**src/rtl/ram_uart_dump_pkg.sv**
```systemverilog
// rtl/ram_uart_dump_pkg.sv - shared FSM states and frame constants for ram_uart_dump
// RAM_UART_DUMP_PARITY_EN selects an 11-bit frame with an even-parity bit.
package ram_uart_dump_pkg;

  typedef enum logic [2:0] {
    S_IDLE,
    S_RD_REQ,
    S_RD_WAIT,
    S_SEND,
    S_NEXT
  } dump_state_t;

`ifdef RAM_UART_DUMP_PARITY_EN
  localparam int FRAME_BITS = 11;
`else
  localparam int FRAME_BITS = 10;
`endif

  function automatic int calc_bit_clks(input int clk_freq, input int baud);
    return clk_freq / baud;
  endfunction

endpackage

```
**src/rtl/ram_uart_dump_tx_core.sv**
```systemverilog
// rtl/ram_uart_dump_tx_core.sv - fixed-baud byte serialiser (start, D0..D7, stop)
// RAM_UART_DUMP_PARITY_EN inserts an even-parity bit before the stop bit.
module uart_byte_tx_core
  import ram_uart_dump_pkg::*;
#(
  parameter int BIT_CLKS = 434
) (
  input  logic       Clk,
  input  logic       Reset_n,
  input  logic       load,
  input  logic [7:0] data,
  output logic       uart_tx,
  output logic       tx_done,
  output logic       tx_busy
);

  localparam int                CNT_W     = $clog2(BIT_CLKS);
  localparam logic [CNT_W-1:0]  BAUD_LAST = CNT_W'(BIT_CLKS - 1);
  localparam logic [3:0]        BIT_LAST  = 4'(FRAME_BITS - 1);

  logic [CNT_W-1:0]      r_baud;
  logic [3:0]            r_bit;
  logic [FRAME_BITS-1:0] r_frame;
  logic                  r_busy;
  logic [FRAME_BITS-1:0] w_frame;
  logic                  w_bit_end;

`ifdef RAM_UART_DUMP_PARITY_EN
  assign w_frame = {1'b1, ^data, data, 1'b0};
`else
  assign w_frame = {1'b1, data, 1'b0};
`endif

  assign w_bit_end = r_busy && (r_baud == BAUD_LAST);
  assign tx_done   = w_bit_end && (r_bit == BIT_LAST);
  assign tx_busy   = r_busy;
  // Idle-high comes from r_busy, so an async reset forces the line high at once.
  assign uart_tx   = r_busy ? r_frame[0] : 1'b1;

  always_ff @(posedge Clk or negedge Reset_n) begin
    if (!Reset_n) begin
      r_baud  <= '0;
      r_bit   <= '0;
      r_frame <= '0;
      r_busy  <= 1'b0;
    end else if (load) begin
      r_baud  <= '0;
      r_bit   <= '0;
      r_frame <= w_frame;
      r_busy  <= 1'b1;
    end else if (r_busy) begin
      if (w_bit_end) begin
        r_baud <= '0;
        if (r_bit == BIT_LAST) begin
          r_busy <= 1'b0;
        end else begin
          r_bit   <= r_bit + 4'd1;
          r_frame <= {1'b1, r_frame[FRAME_BITS-1:1]};
        end
      end else begin
        r_baud <= r_baud + 1'b1;
      end
    end
  end

endmodule

```
**src/rtl/ram_uart_dump.sv**
```systemverilog
// rtl/ram_uart_dump.sv - dumps a RAM byte range to the host as UART frames
// RAM_UART_DUMP_PARITY_EN (via the package and serialiser) adds even parity.
module ram_uart_dump
  import ram_uart_dump_pkg::*;
#(
  parameter int CLK_FREQ = 50_000_000,
  parameter int BAUD     = 115200,
  parameter int ADDR_W   = 16
) (
  input  logic              Clk,
  input  logic              Reset_n,
  input  logic              start,
  input  logic [ADDR_W-1:0] start_addr,
  input  logic [ADDR_W-1:0] length,
  output logic              ram_rd_en,
  output logic [ADDR_W-1:0] ram_rd_addr,
  input  logic [7:0]        ram_rd_data,
  output logic              uart_tx,
  output logic              busy,
  output logic              done
);

  localparam int BIT_CLKS = calc_bit_clks(CLK_FREQ, BAUD);

  dump_state_t       r_state, w_state_nxt;
  logic [ADDR_W-1:0] r_addr;
  logic [ADDR_W-1:0] r_count;
  logic              r_busy;
  logic              r_done;
  logic              w_load;
  logic              w_tx_done;
  logic              w_tx_busy;
  logic              w_last;

  assign w_last      = (r_count == ADDR_W'(1));
  assign ram_rd_en   = (r_state == S_RD_REQ);
  assign ram_rd_addr = r_addr;
  assign busy        = r_busy;
  assign done        = r_done;

  always_comb begin
    w_state_nxt = r_state;
    w_load      = 1'b0;
    case (r_state)
      S_IDLE:    if (start && (length != '0)) w_state_nxt = S_RD_REQ;
      S_RD_REQ:  w_state_nxt = S_RD_WAIT;
      S_RD_WAIT: begin
        w_load      = 1'b1;
        w_state_nxt = S_SEND;
      end
      S_SEND:    if (w_tx_done && w_tx_busy) w_state_nxt = S_NEXT;
      S_NEXT:    w_state_nxt = w_last ? S_IDLE : S_RD_REQ;
      default:   w_state_nxt = S_IDLE;
    endcase
  end

  always_ff @(posedge Clk or negedge Reset_n) begin
    if (!Reset_n) r_state <= S_IDLE;
    else          r_state <= w_state_nxt;
  end

  always_ff @(posedge Clk or negedge Reset_n) begin
    if (!Reset_n) begin
      r_addr  <= '0;
      r_count <= '0;
      r_busy  <= 1'b0;
      r_done  <= 1'b0;
    end else begin
      r_done <= 1'b0;
      case (r_state)
        S_IDLE: begin
          if (start) begin
            if (length != '0) begin
              r_addr  <= start_addr;
              r_count <= length;
              r_busy  <= 1'b1;
            end else begin
              r_done <= 1'b1;
            end
          end
        end
        // Address increments unconditionally and wraps at 2^ADDR_W.
        S_NEXT: begin
          r_addr  <= r_addr + 1'b1;
          r_count <= r_count - 1'b1;
          if (w_last) begin
            r_done <= 1'b1;
            r_busy <= 1'b0;
          end
        end
        default: ;
      endcase
    end
  end

  uart_byte_tx_core #(
    .BIT_CLKS(BIT_CLKS)
  ) u_tx (
    .Clk    (Clk),
    .Reset_n(Reset_n),
    .load   (w_load),
    .data   (ram_rd_data),
    .uart_tx(uart_tx),
    .tx_done(w_tx_done),
    .tx_busy(w_tx_busy)
  );

endmodule

```
**config.mk**
```make
export PLATFORM = sky130hd
export DESIGN_NAME = ram_uart_dump
export DESIGN_NICKNAME = d
export VERILOG_FILES = /design/src/rtl/ram_uart_dump_pkg.sv /design/src/rtl/ram_uart_dump_tx_core.sv /design/src/rtl/ram_uart_dump.sv
export SDC_FILE = /design/constraint.sdc
export NUM_CORES = 1
export LEC_CHECK = 0
export BUFFER_PORTS_ARGS = -buffer_cell sky130_fd_sc_hd__buf_2
export CORE_MARGIN = 2
export CORE_UTILIZATION = 55
export CTS_CLUSTER_DIAMETER = 30
export DETAILED_ROUTE_END_ITERATION = 8
export MAX_ROUTING_LAYER = met4
export PLACE_DENSITY = 0.79
export SLEW_MARGIN = 10
export SYNTH_ARGS = -nofsm -noshare
export SYNTH_HDL_FRONTEND = slang
export SYNTH_SLANG_ARGS = --single-unit
```
**constraint.sdc**
```tcl
create_clock -name Clk -period 4 [get_ports Clk]
set_input_delay 0.6 -clock Clk [delete_from_list [all_inputs] [get_ports Clk]]
set_output_delay 0.6 -clock Clk [all_outputs]
set_load 0.005 [all_outputs]
```
==> results of run 1 <==
## final cells by class
cell class,count,area [um2]
inverters,10,37.5
clock inverters,3,42.5
repair buffers,64,325
multi-input cells,287,1760
clock buffers,13,169
well taps,75,93.8
fillers,526,2000
flip-flops and latches,61,1530
## cells by family (layout without fill, tap and decap cells)
logic type                 count (synthesis)  count (layout)
and+or+nand+nor                          195             195
AOI/OAI and AO/OA                         75              75
DFF                                       61              61
buffers and inverters                     25              90
xor gates and xnor gates                   9               9
adders and majority gates                  7               7
muxes                                      1               1
## through the flow
stage / setup WS [ps] / hold slack, ps
final: 1390 / 439
after global routing: 1200 / 485
after CTS: 1390 / 466
after detailed placement: 1210 / 459
after global placement: 1250 / 455
after floorplan: 1950 / 304
## power breakdown
group          leakage (nW)  internal, mW  switching, mW
clock                 0.106         0.338          0.246
combinational         0.985        0.0299         0.0351
sequential            0.719         0.630         0.0140
## layer usage
layer | share of wire (%) | vias up | track usage [%]
met2 | 49 | 66 | 42.1
met5 | 0 | - | -
met1 | 45 | 1481 | 32.5
li1 | - | 1463 | -
met3 | 4.4 | 15 | 5.33
met4 | 1.5 | 0 | 9.18
## worst max-delay path: stages, from the launching register on
cell     delay (ps)
dfrtp_1         460
or3b_4          470
a41oi_4         290
nand2_1         620
and3_1          430
a211o_1         220
## flip-flops by register name (all words and copies together), names as in the netlist, 3 cells and up
| register | count |
|---|---|
| ram_rd_addr | 16 |
| r_state | 3 |
| u_tx.r_baud | 9 |
| r_count | 16 |
| u_tx.r_frame | 10 |
| u_tx.r_bit | 4 |
## worst paths after layout
| path | start | endpoint | cells after the start |
|---|---|---|---|
| min | Reset_n | r_count[14] | 1 |
| min in group Clk | start_addr[6] | ram_rd_addr[6] | 2 |
| max | r_state[1] | ram_rd_addr[6] | 5 |
| max reg2reg | r_state[1] | ram_rd_addr[6] | 5 |
| max in group asynchronous | Reset_n | done | 2 |
| min reg2reg | u_tx.r_frame[9] | u_tx.r_frame[9] | 1 |
## cell usage in the layout (no fill, tap or decap), types with 3 or more instances in the layout
cell	Yosys	layout
nor3_1	18	18
a211oi_2	3	3
nor3_2	3	3
ha_1	7	7
a211oi_1	13	13
nor4_2	5	5
dfrtp_1	61	61
clkbuf_8	0	12
nand3_1	11	11
buf_2	4	62
a31oi_1	3	3
and3_1	4	4
inv_1	10	10
nor2_1	61	61
or3_1	9	9
o21ai_1	4	4
nand4_1	10	10
xor2_1	7	7
o21ai_0	5	5
a21oi_1	25	25
nand2_1	43	43
o211ai_1	5	5
nand2b_1	6	6
==> summary.txt, run 1 <==
most frequent cells after synthesis -> dfrtp_1 (61), nor2_1 (61), nand2_1 (43)
crit path DAT -> 2830 ps
largest net degree at the start of global routing -> 48
H-tree levels -> 3
CTS Buf Count -> 9
Post-Syn Area -> 3410 um2
Final setup viols -> 0
P_leak -> 1.81 nW
max cap viols -> 0
Tcrit/Tclk final -> 65.2%
synth unique cells -> 59
XOR/XNOR Fraction of Synth Area -> 2.31%
outcome -> complete, no violations
drt drc -> 0
Seq/Total Area, Yosys -> 44.7%
fin cells -> 513
Synth Area in Simple Gates -> 30.8%
Die Ht -> 82.8 um
clk sinks -> 61
DIE AREA -> 6850 um2
cts repair resizes -> 0
area growth from synthesis to layout -> 15.8%
Slew @ Worst Pin -> 1040 ps
WP data required -> 4230 ps
final hold vios -> 0
min Tclk post-route -> 2610 ps
fraction of registers with async set or reset after synthesis -> 100%
CP endpoint kind -> flop
hold_buf cts -> 0
DP HPWL -> 5540 um
gr ovfl total -> 0
number of synthesized flops with an enable pin -> 0
Clock transition at path regs -> 70 ps
# IOs -> 63
initial antenna violation count -> 0
Post-CTS Setup Bufs -> 0
#FFs+latches synth -> 61
RSZ-0062 raised after global routing -> false
placed cell area -> 3740 um2
design area -> 3950 um2
TNS Setup -> 0 ps
number of diodes -> 0
Synth top area share -> 44.7%
Vias/cell -> 5.90
CTS tree -> done
Synth warnings -> 0
placed cells -> 497
HP Class -> in -> async
root buffer cell -> clkbuf_8
IO Port Bufs -> 62
core area -> 5960 um2
top cells by area, synth -> dfrtp_1 (45%), nor2_1 (6.7%), nand2_1 (4.7%)
synthesized netlist net count -> 423
PwrDens -> 327 nW/um2
register-to-register setup slack -> 1390 ps
area leader, netlist -> dfrtp_1
layout cells sized above 1 -> 22.6%
first-pass GRT wire length -> 13100 um
CP startpoint kind -> flop
Slew HR -> 30.6%
TritonRoute pass-1 iters -> 4
Die X -> 82.8 um
Initial Util -> 57.3%
WS Path Type -> reg -> reg
Routed Antenna Nets -> 0
DR iter-0 viols -> 205
total power after layout -> 1.29 mW
Final Net Count -> 483
Site Rows -> 28
FMAX -> 383 MHz
synthesized instance count -> 373
drt wl/cell -> 15.4 um
Top FF cell, synth -> dfrtp_1
max-slew violations -> 0
VDD IR max -> 0.196 mV
adder-cell share of the synthesized area -> 2.57%
mux cell area share after synthesis -> 0.293%
clk_skew -> 8.54 ps
gpl congestion -> 0.814
vias post-DR -> 3025
GRT Overall Usage -> 26.0%
worst skew pair latency -> 340 ps
Mapped Avg Cell Area -> 9.15 um2
largest family of logic cells by synthesized area -> simple AND/OR/NAND/NOR gates
clk buf depth -> 2
vias in the first global route -> 2900
total routed wirelength -> 7910 um
final design utilization -> 66.4%
CP Max Fanout -> 29
Compound-Gate Fraction of Synth Area -> 15.4%
(Power assumes the default switching activity.)
==> run 2: changes to the inputs <==
- clock period: 4 -> 2.43 ns (I/O delays scaled with it)
==> summary.txt, run 2 (same netlist as run 1, synthesis figures left out) <==
clk_skew -> 13.0 ps
vias in the first global route -> 2812
IO Port Bufs -> 62
CP endpoint kind -> flop
gpl congestion -> 0.835
root buffer cell -> clkbuf_8
largest net degree at the start of global routing -> 24
max-slew violations -> 0
CTS Buf Count -> 9
DR iter-0 viols -> 174
P_leak -> 1.84 nW
min Tclk post-route -> 2180 ps
Final setup viols -> 0
clk sinks -> 61
PwrDens -> 504 nW/um2
placed cells -> 505
commonest non-fill, non-tap cell in the layout -> buf_2
first-pass GRT wire length -> 12700 um
DP HPWL -> 5740 um
Tcrit/Tclk final -> 89.8%
max cap viols -> 0
vias post-DR -> 3029
GRT Overall Usage -> 25.0%
Slew HR -> 64.1%
Slew @ Worst Pin -> 537 ps
Die X -> 82.8 um
Final Net Count -> 492
outcome -> complete, no violations
CP cell instances -> or3b_4 -> a41oi_4 -> nand2_1 -> buf_4 -> nor2_1 -> and3b_1
area growth from synthesis to layout -> 17.3%
CP top delay family -> simple AND/OR/NAND/NOR gates
FMAX -> 458 MHz
Slowest-stage cell, CP -> dfrtp_1
Post-CTS Setup Bufs -> 0
CP startpoint kind -> flop
Site Rows -> 28
layout cells sized above 1 -> 24.2%
crit path buf inv count -> 1
max incr delay on CP -> 470 ps
drt drc -> 0
most frequent cells in the layout -> buf_2 (62), nor2_1 (61), dfrtp_1 (61), nand2_1 (43), a21oi_1 (25)
total routed wirelength -> 7820 um
VDD IR max -> 0.295 mV
HP Class -> in -> reg
gr ovfl total -> 0
# IOs -> 63
Initial Util -> 57.3%
TritonRoute pass-1 iters -> 4
DIE AREA -> 6850 um2
initial antenna violation count -> 0
Die Ht -> 82.8 um
H-tree levels -> 3
CP Max Fanout -> 17
final design utilization -> 67.2%
WP data required -> 2660 ps
crit path DAT -> 2410 ps
TNS Setup -> 0 ps
clk buf depth -> 2
Vias/cell -> 5.80
CTS tree -> done
Routed Antenna Nets -> 0
number of diodes -> 0
worst skew pair latency -> 350 ps
drt wl/cell -> 15.0 um
fin cells -> 522
Clock transition at path regs -> 70 ps
WS Path Type -> reg -> reg
final hold vios -> 0
core area -> 5960 um2
RSZ-0062 raised after global routing -> false
-- run 2: changes by cell type in the layout (fill, tap and decap cells not counted), sizes merged --
cell	delta
buf	+8
bufinv	-1
clkbuf	-2
clkinv	+3
dlygate4sd3	+1
-- run 2: cell type report --
cell class | instances | area [um2]
Inverter | 10 | 37.5
Multi-Input combinational cell | 287 | 1760
Timing Repair Buffer | 73 | 395
Clock inverter | 5 | 35.0
Sequential cell | 61 | 1530
Tap cell | 75 | 93.8
Clock buffer | 11 | 151
Fill cell | 495 | 1950
-- run 2: final timing paths --
check	startpoint	endpoint	slack, ps	cells past startpoint
setup / recovery	r_state[1]	ram_rd_addr[13]	250	6
hold / removal	start_addr[6]	ram_rd_addr[6]	220	2
setup reg to reg	r_state[1]	ram_rd_addr[13]	250	6
hold reg to reg	ram_rd_addr[15]	ram_rd_addr[15]	480	1
max in group asynchronous	Reset_n	ram_rd_addr[7]	1250	3
min in group asynchronous	Reset_n	r_count[11]	510	2
-- run 2: layer usage --
| metal | track usage, % | routed length (um) | up-vias |
|---|---|---|---|
| li1 | - | - | 1482 |
| met1 | 32.0 | 3680 | 1470 |
| met2 | 40.1 | 3730 | 63 |
| met5 | - | 0 | - |
| met4 | 9.18 | 114 | 0 |
| met3 | 4.13 | 284 | 14 |
-- run 2: repair_timing --
action,CTS,global route
setup endpoints to repair,0,13
gates resized for setup,0,1
endpoints found under the hold margin,3,0
hold buffers,1,0
-- run 2: power by group --
part | switching, mW | total, mW | leakage, nW | internal, mW
sequential | 0.0223 | 1.06 | 0.719 | 1.04
clock | 0.427 | 0.853 | 0.0953 | 0.425
combinational | 0.0568 | 0.108 | 1.03 | 0.0513
-- run 2: worst reg2reg max path: stages, from the launching register on --
cell     delay (ps)
dfrtp_1         470
or3b_4          460
a41oi_4         300
nand2_1         260
buf_4           280
nor2_1          110
and3b_1         180
-- run 2: through the flow --
| step | total power, mW | area (um2) | hold WS (ps) | worst slack [ps] |
|---|---|---|---|---|
| detailed placement | 1.19 | 3800 | 366 | 87.8 |
| floorplan | 1.11 | 3410 | 68.9 | 566 |
| global placement | 1.18 | 3800 | 354 | 207 |
| global route | 2.09 | 4000 | 241 | 129 |
| CTS | 2.03 | 4000 | 223 | 44.2 |
| finish | 2.02 | 4000 | 225 | 249 |
==> run 3: changes to the inputs <==
- CORE_MARGIN: 2 -> 1
- GPL_TIMING_DRIVEN: unset -> 1
- SYNTH_HIERARCHICAL: unset -> 1
==> summary.txt, run 3 <==
min Tclk post-route -> 2130 ps
commonest non-fill, non-tap cell in the layout -> buf_2
Clock transition at path regs -> 60 ps
Slew @ Worst Pin -> 587 ps
DIE AREA -> 6460 um2
worst skew pair latency -> 340 ps
Vias/cell -> 5.76
hold_buf cts -> 0
Final setup viols -> 0
Post-Syn Area -> 3380 um2
HP Class -> in -> async
vias in the first global route -> 2590
most frequent cell after synthesis -> dfrtp_1
gr ovfl total -> 0
top cells by area, synth -> dfrtp_1 (45%), nand2_1 (4.2%), nor2_1 (3.4%)
max incr delay on CP -> 510 ps
CP endpoint kind -> flop
first-pass GRT wire length -> 12200 um
drt drc -> 0
final design utilization -> 66.9%
placed cell area -> 3780 um2
register-to-register setup slack -> 300 ps
WS Path Type -> reg -> reg
RSZ-0062 raised after global routing -> false
max cap viols -> 0
CTS tree -> done
Reg-to-Reg Start -> r_count[6]
design area -> 3960 um2
TritonRoute pass-1 iters -> 4
clk_skew -> 6.82 ps
CTS Buf Count -> 9
Die Ht -> 80.4 um
number of diodes -> 0
layout cells sized above 1 -> 23.8%
drt wl/cell -> 14.7 um
VDD IR max -> 0.278 mV
DR iter-0 viols -> 247
PwrDens -> 485 nW/um2
max-slew violations -> 0
# IOs -> 63
Synth warnings -> 6
CP cell instances -> or4_4 -> or2_0 -> or3_1 -> nand3_1 -> o211ai_1
fin cells -> 507
Multi-input gate area -> 1740 um2
P_leak -> 1.85 nW
crit path DAT -> 2340 ps
initial antenna violation count -> 0
Top FF cell, synth -> dfrtp_1
WP data required -> 2640 ps
TNS Setup -> 0 ps
vias post-DR -> 2919
most frequent cells after synthesis -> dfrtp_1 (61), nand2_1 (38), nor2_1 (31)
Routed Antenna Nets -> 0
fin worst setup slack -> 302 ps
root buffer cell -> clkbuf_8
area growth from synthesis to layout -> 17.3%
synthesized netlist net count -> 410
area leader, netlist -> dfrtp_1
Tcrit/Tclk final -> 87.6%
IO Port Bufs -> 62
fraction of registers with async set or reset after synthesis -> 100%
Reg area -> 1530 um2
Synth top area share -> 45.2%
total routed wirelength -> 7440 um
total power after layout -> 1.92 mW
core area -> 5920 um2
Final Net Count -> 478
placed cells -> 492
Seq/Total Area, Yosys -> 45.2%
H-tree levels -> 3
number of synthesized flops with an enable pin -> 0
FMAX -> 470 MHz
FF-to-FF path depth -> 5
Initial Util -> 57.0%
reg2reg end -> r_count[14]
#FFs+latches synth -> 61
Post-CTS Setup Bufs -> 0
Hold WS -> 5.56 ps
DP HPWL -> 5500 um
synth unique cells -> 63
cts repair resizes -> 0
Slew HR -> 60.5%
Mapped Avg Cell Area -> 9.38 um2
gpl congestion -> 0.844
clk buf depth -> 2
GRT Overall Usage -> 26.0%
Slowest-stage cell, CP -> or4_4
clk sinks -> 61
CP Max Fanout -> 7
Die X -> 80.4 um
synthesized instance count -> 360
largest net degree at the start of global routing -> 27
outcome -> complete, no violations
final hold vios -> 0
CP startpoint kind -> flop
CP top delay family -> simple AND/OR/NAND/NOR gates
crit path buf inv count -> 0
most frequent cells in the layout -> buf_2 (62), dfrtp_1 (61), nand2_1 (38), nor2_1 (31)
dpl ws -> 311 ps
Site Rows -> 28
# fillers -> 499
-- run 3: how the worst max path moves through the flow --
stage	cells past startpoint	endpoint	slack [ps]	start
after floorplan	6	r_count[14]	490	r_count[6]
after global placement	5	r_count[14]	370	r_count[6]
after detailed placement	5	r_count[14]	310	r_count[6]
after CTS	5	r_count[14]	300	r_count[6]
after global routing	5	busy	190	r_count[6]
final	5	r_count[14]	300	r_count[6]
-- run 3: worst reg2reg max path, cell delays in order, from the launching register on --
cell,delay (ps)
dfrtp_1,440
or4_4,520
or2_0,390
or3_1,470
nand3_1,100
o211ai_1,90
-- run 3: area by class of cell --
cell class,count,area share (%)
Sequential cell,61,38.5
Clock inverter,1,0.126
Multi-Input combinational cell,274,44.0
Timing Repair Buffer,72,9.73
Clock buffer,14,4.36
Inverter,10,0.947
Tap cell,75,2.37
-- run 3: kinds of logic after synthesis --
kind of cell,Yosys count,synth area share (%)
mux,9,2.89
flops,61,45.2
simple gates,174,28.3
compound gates,74,15.0
xor+xnor,10,2.59
buf+inv,25,3.37
fa+ha+maj,7,2.59
-- run 3: power by group --
group          internal [mW]  total, mW  switching, mW
Combinational         0.0333     0.0738         0.0405
Sequential              1.02       1.03        0.00356
Clock                  0.448      0.821          0.374
-- run 3: metal layers --
metal,share of wire [%],track usage (%),up-vias
met5,0,-,-
met3,4.6,4.32,8
met1,48,35.7,1381
met2,46,38.6,72
met4,1.3,10.0,0
li1,-,-,1458
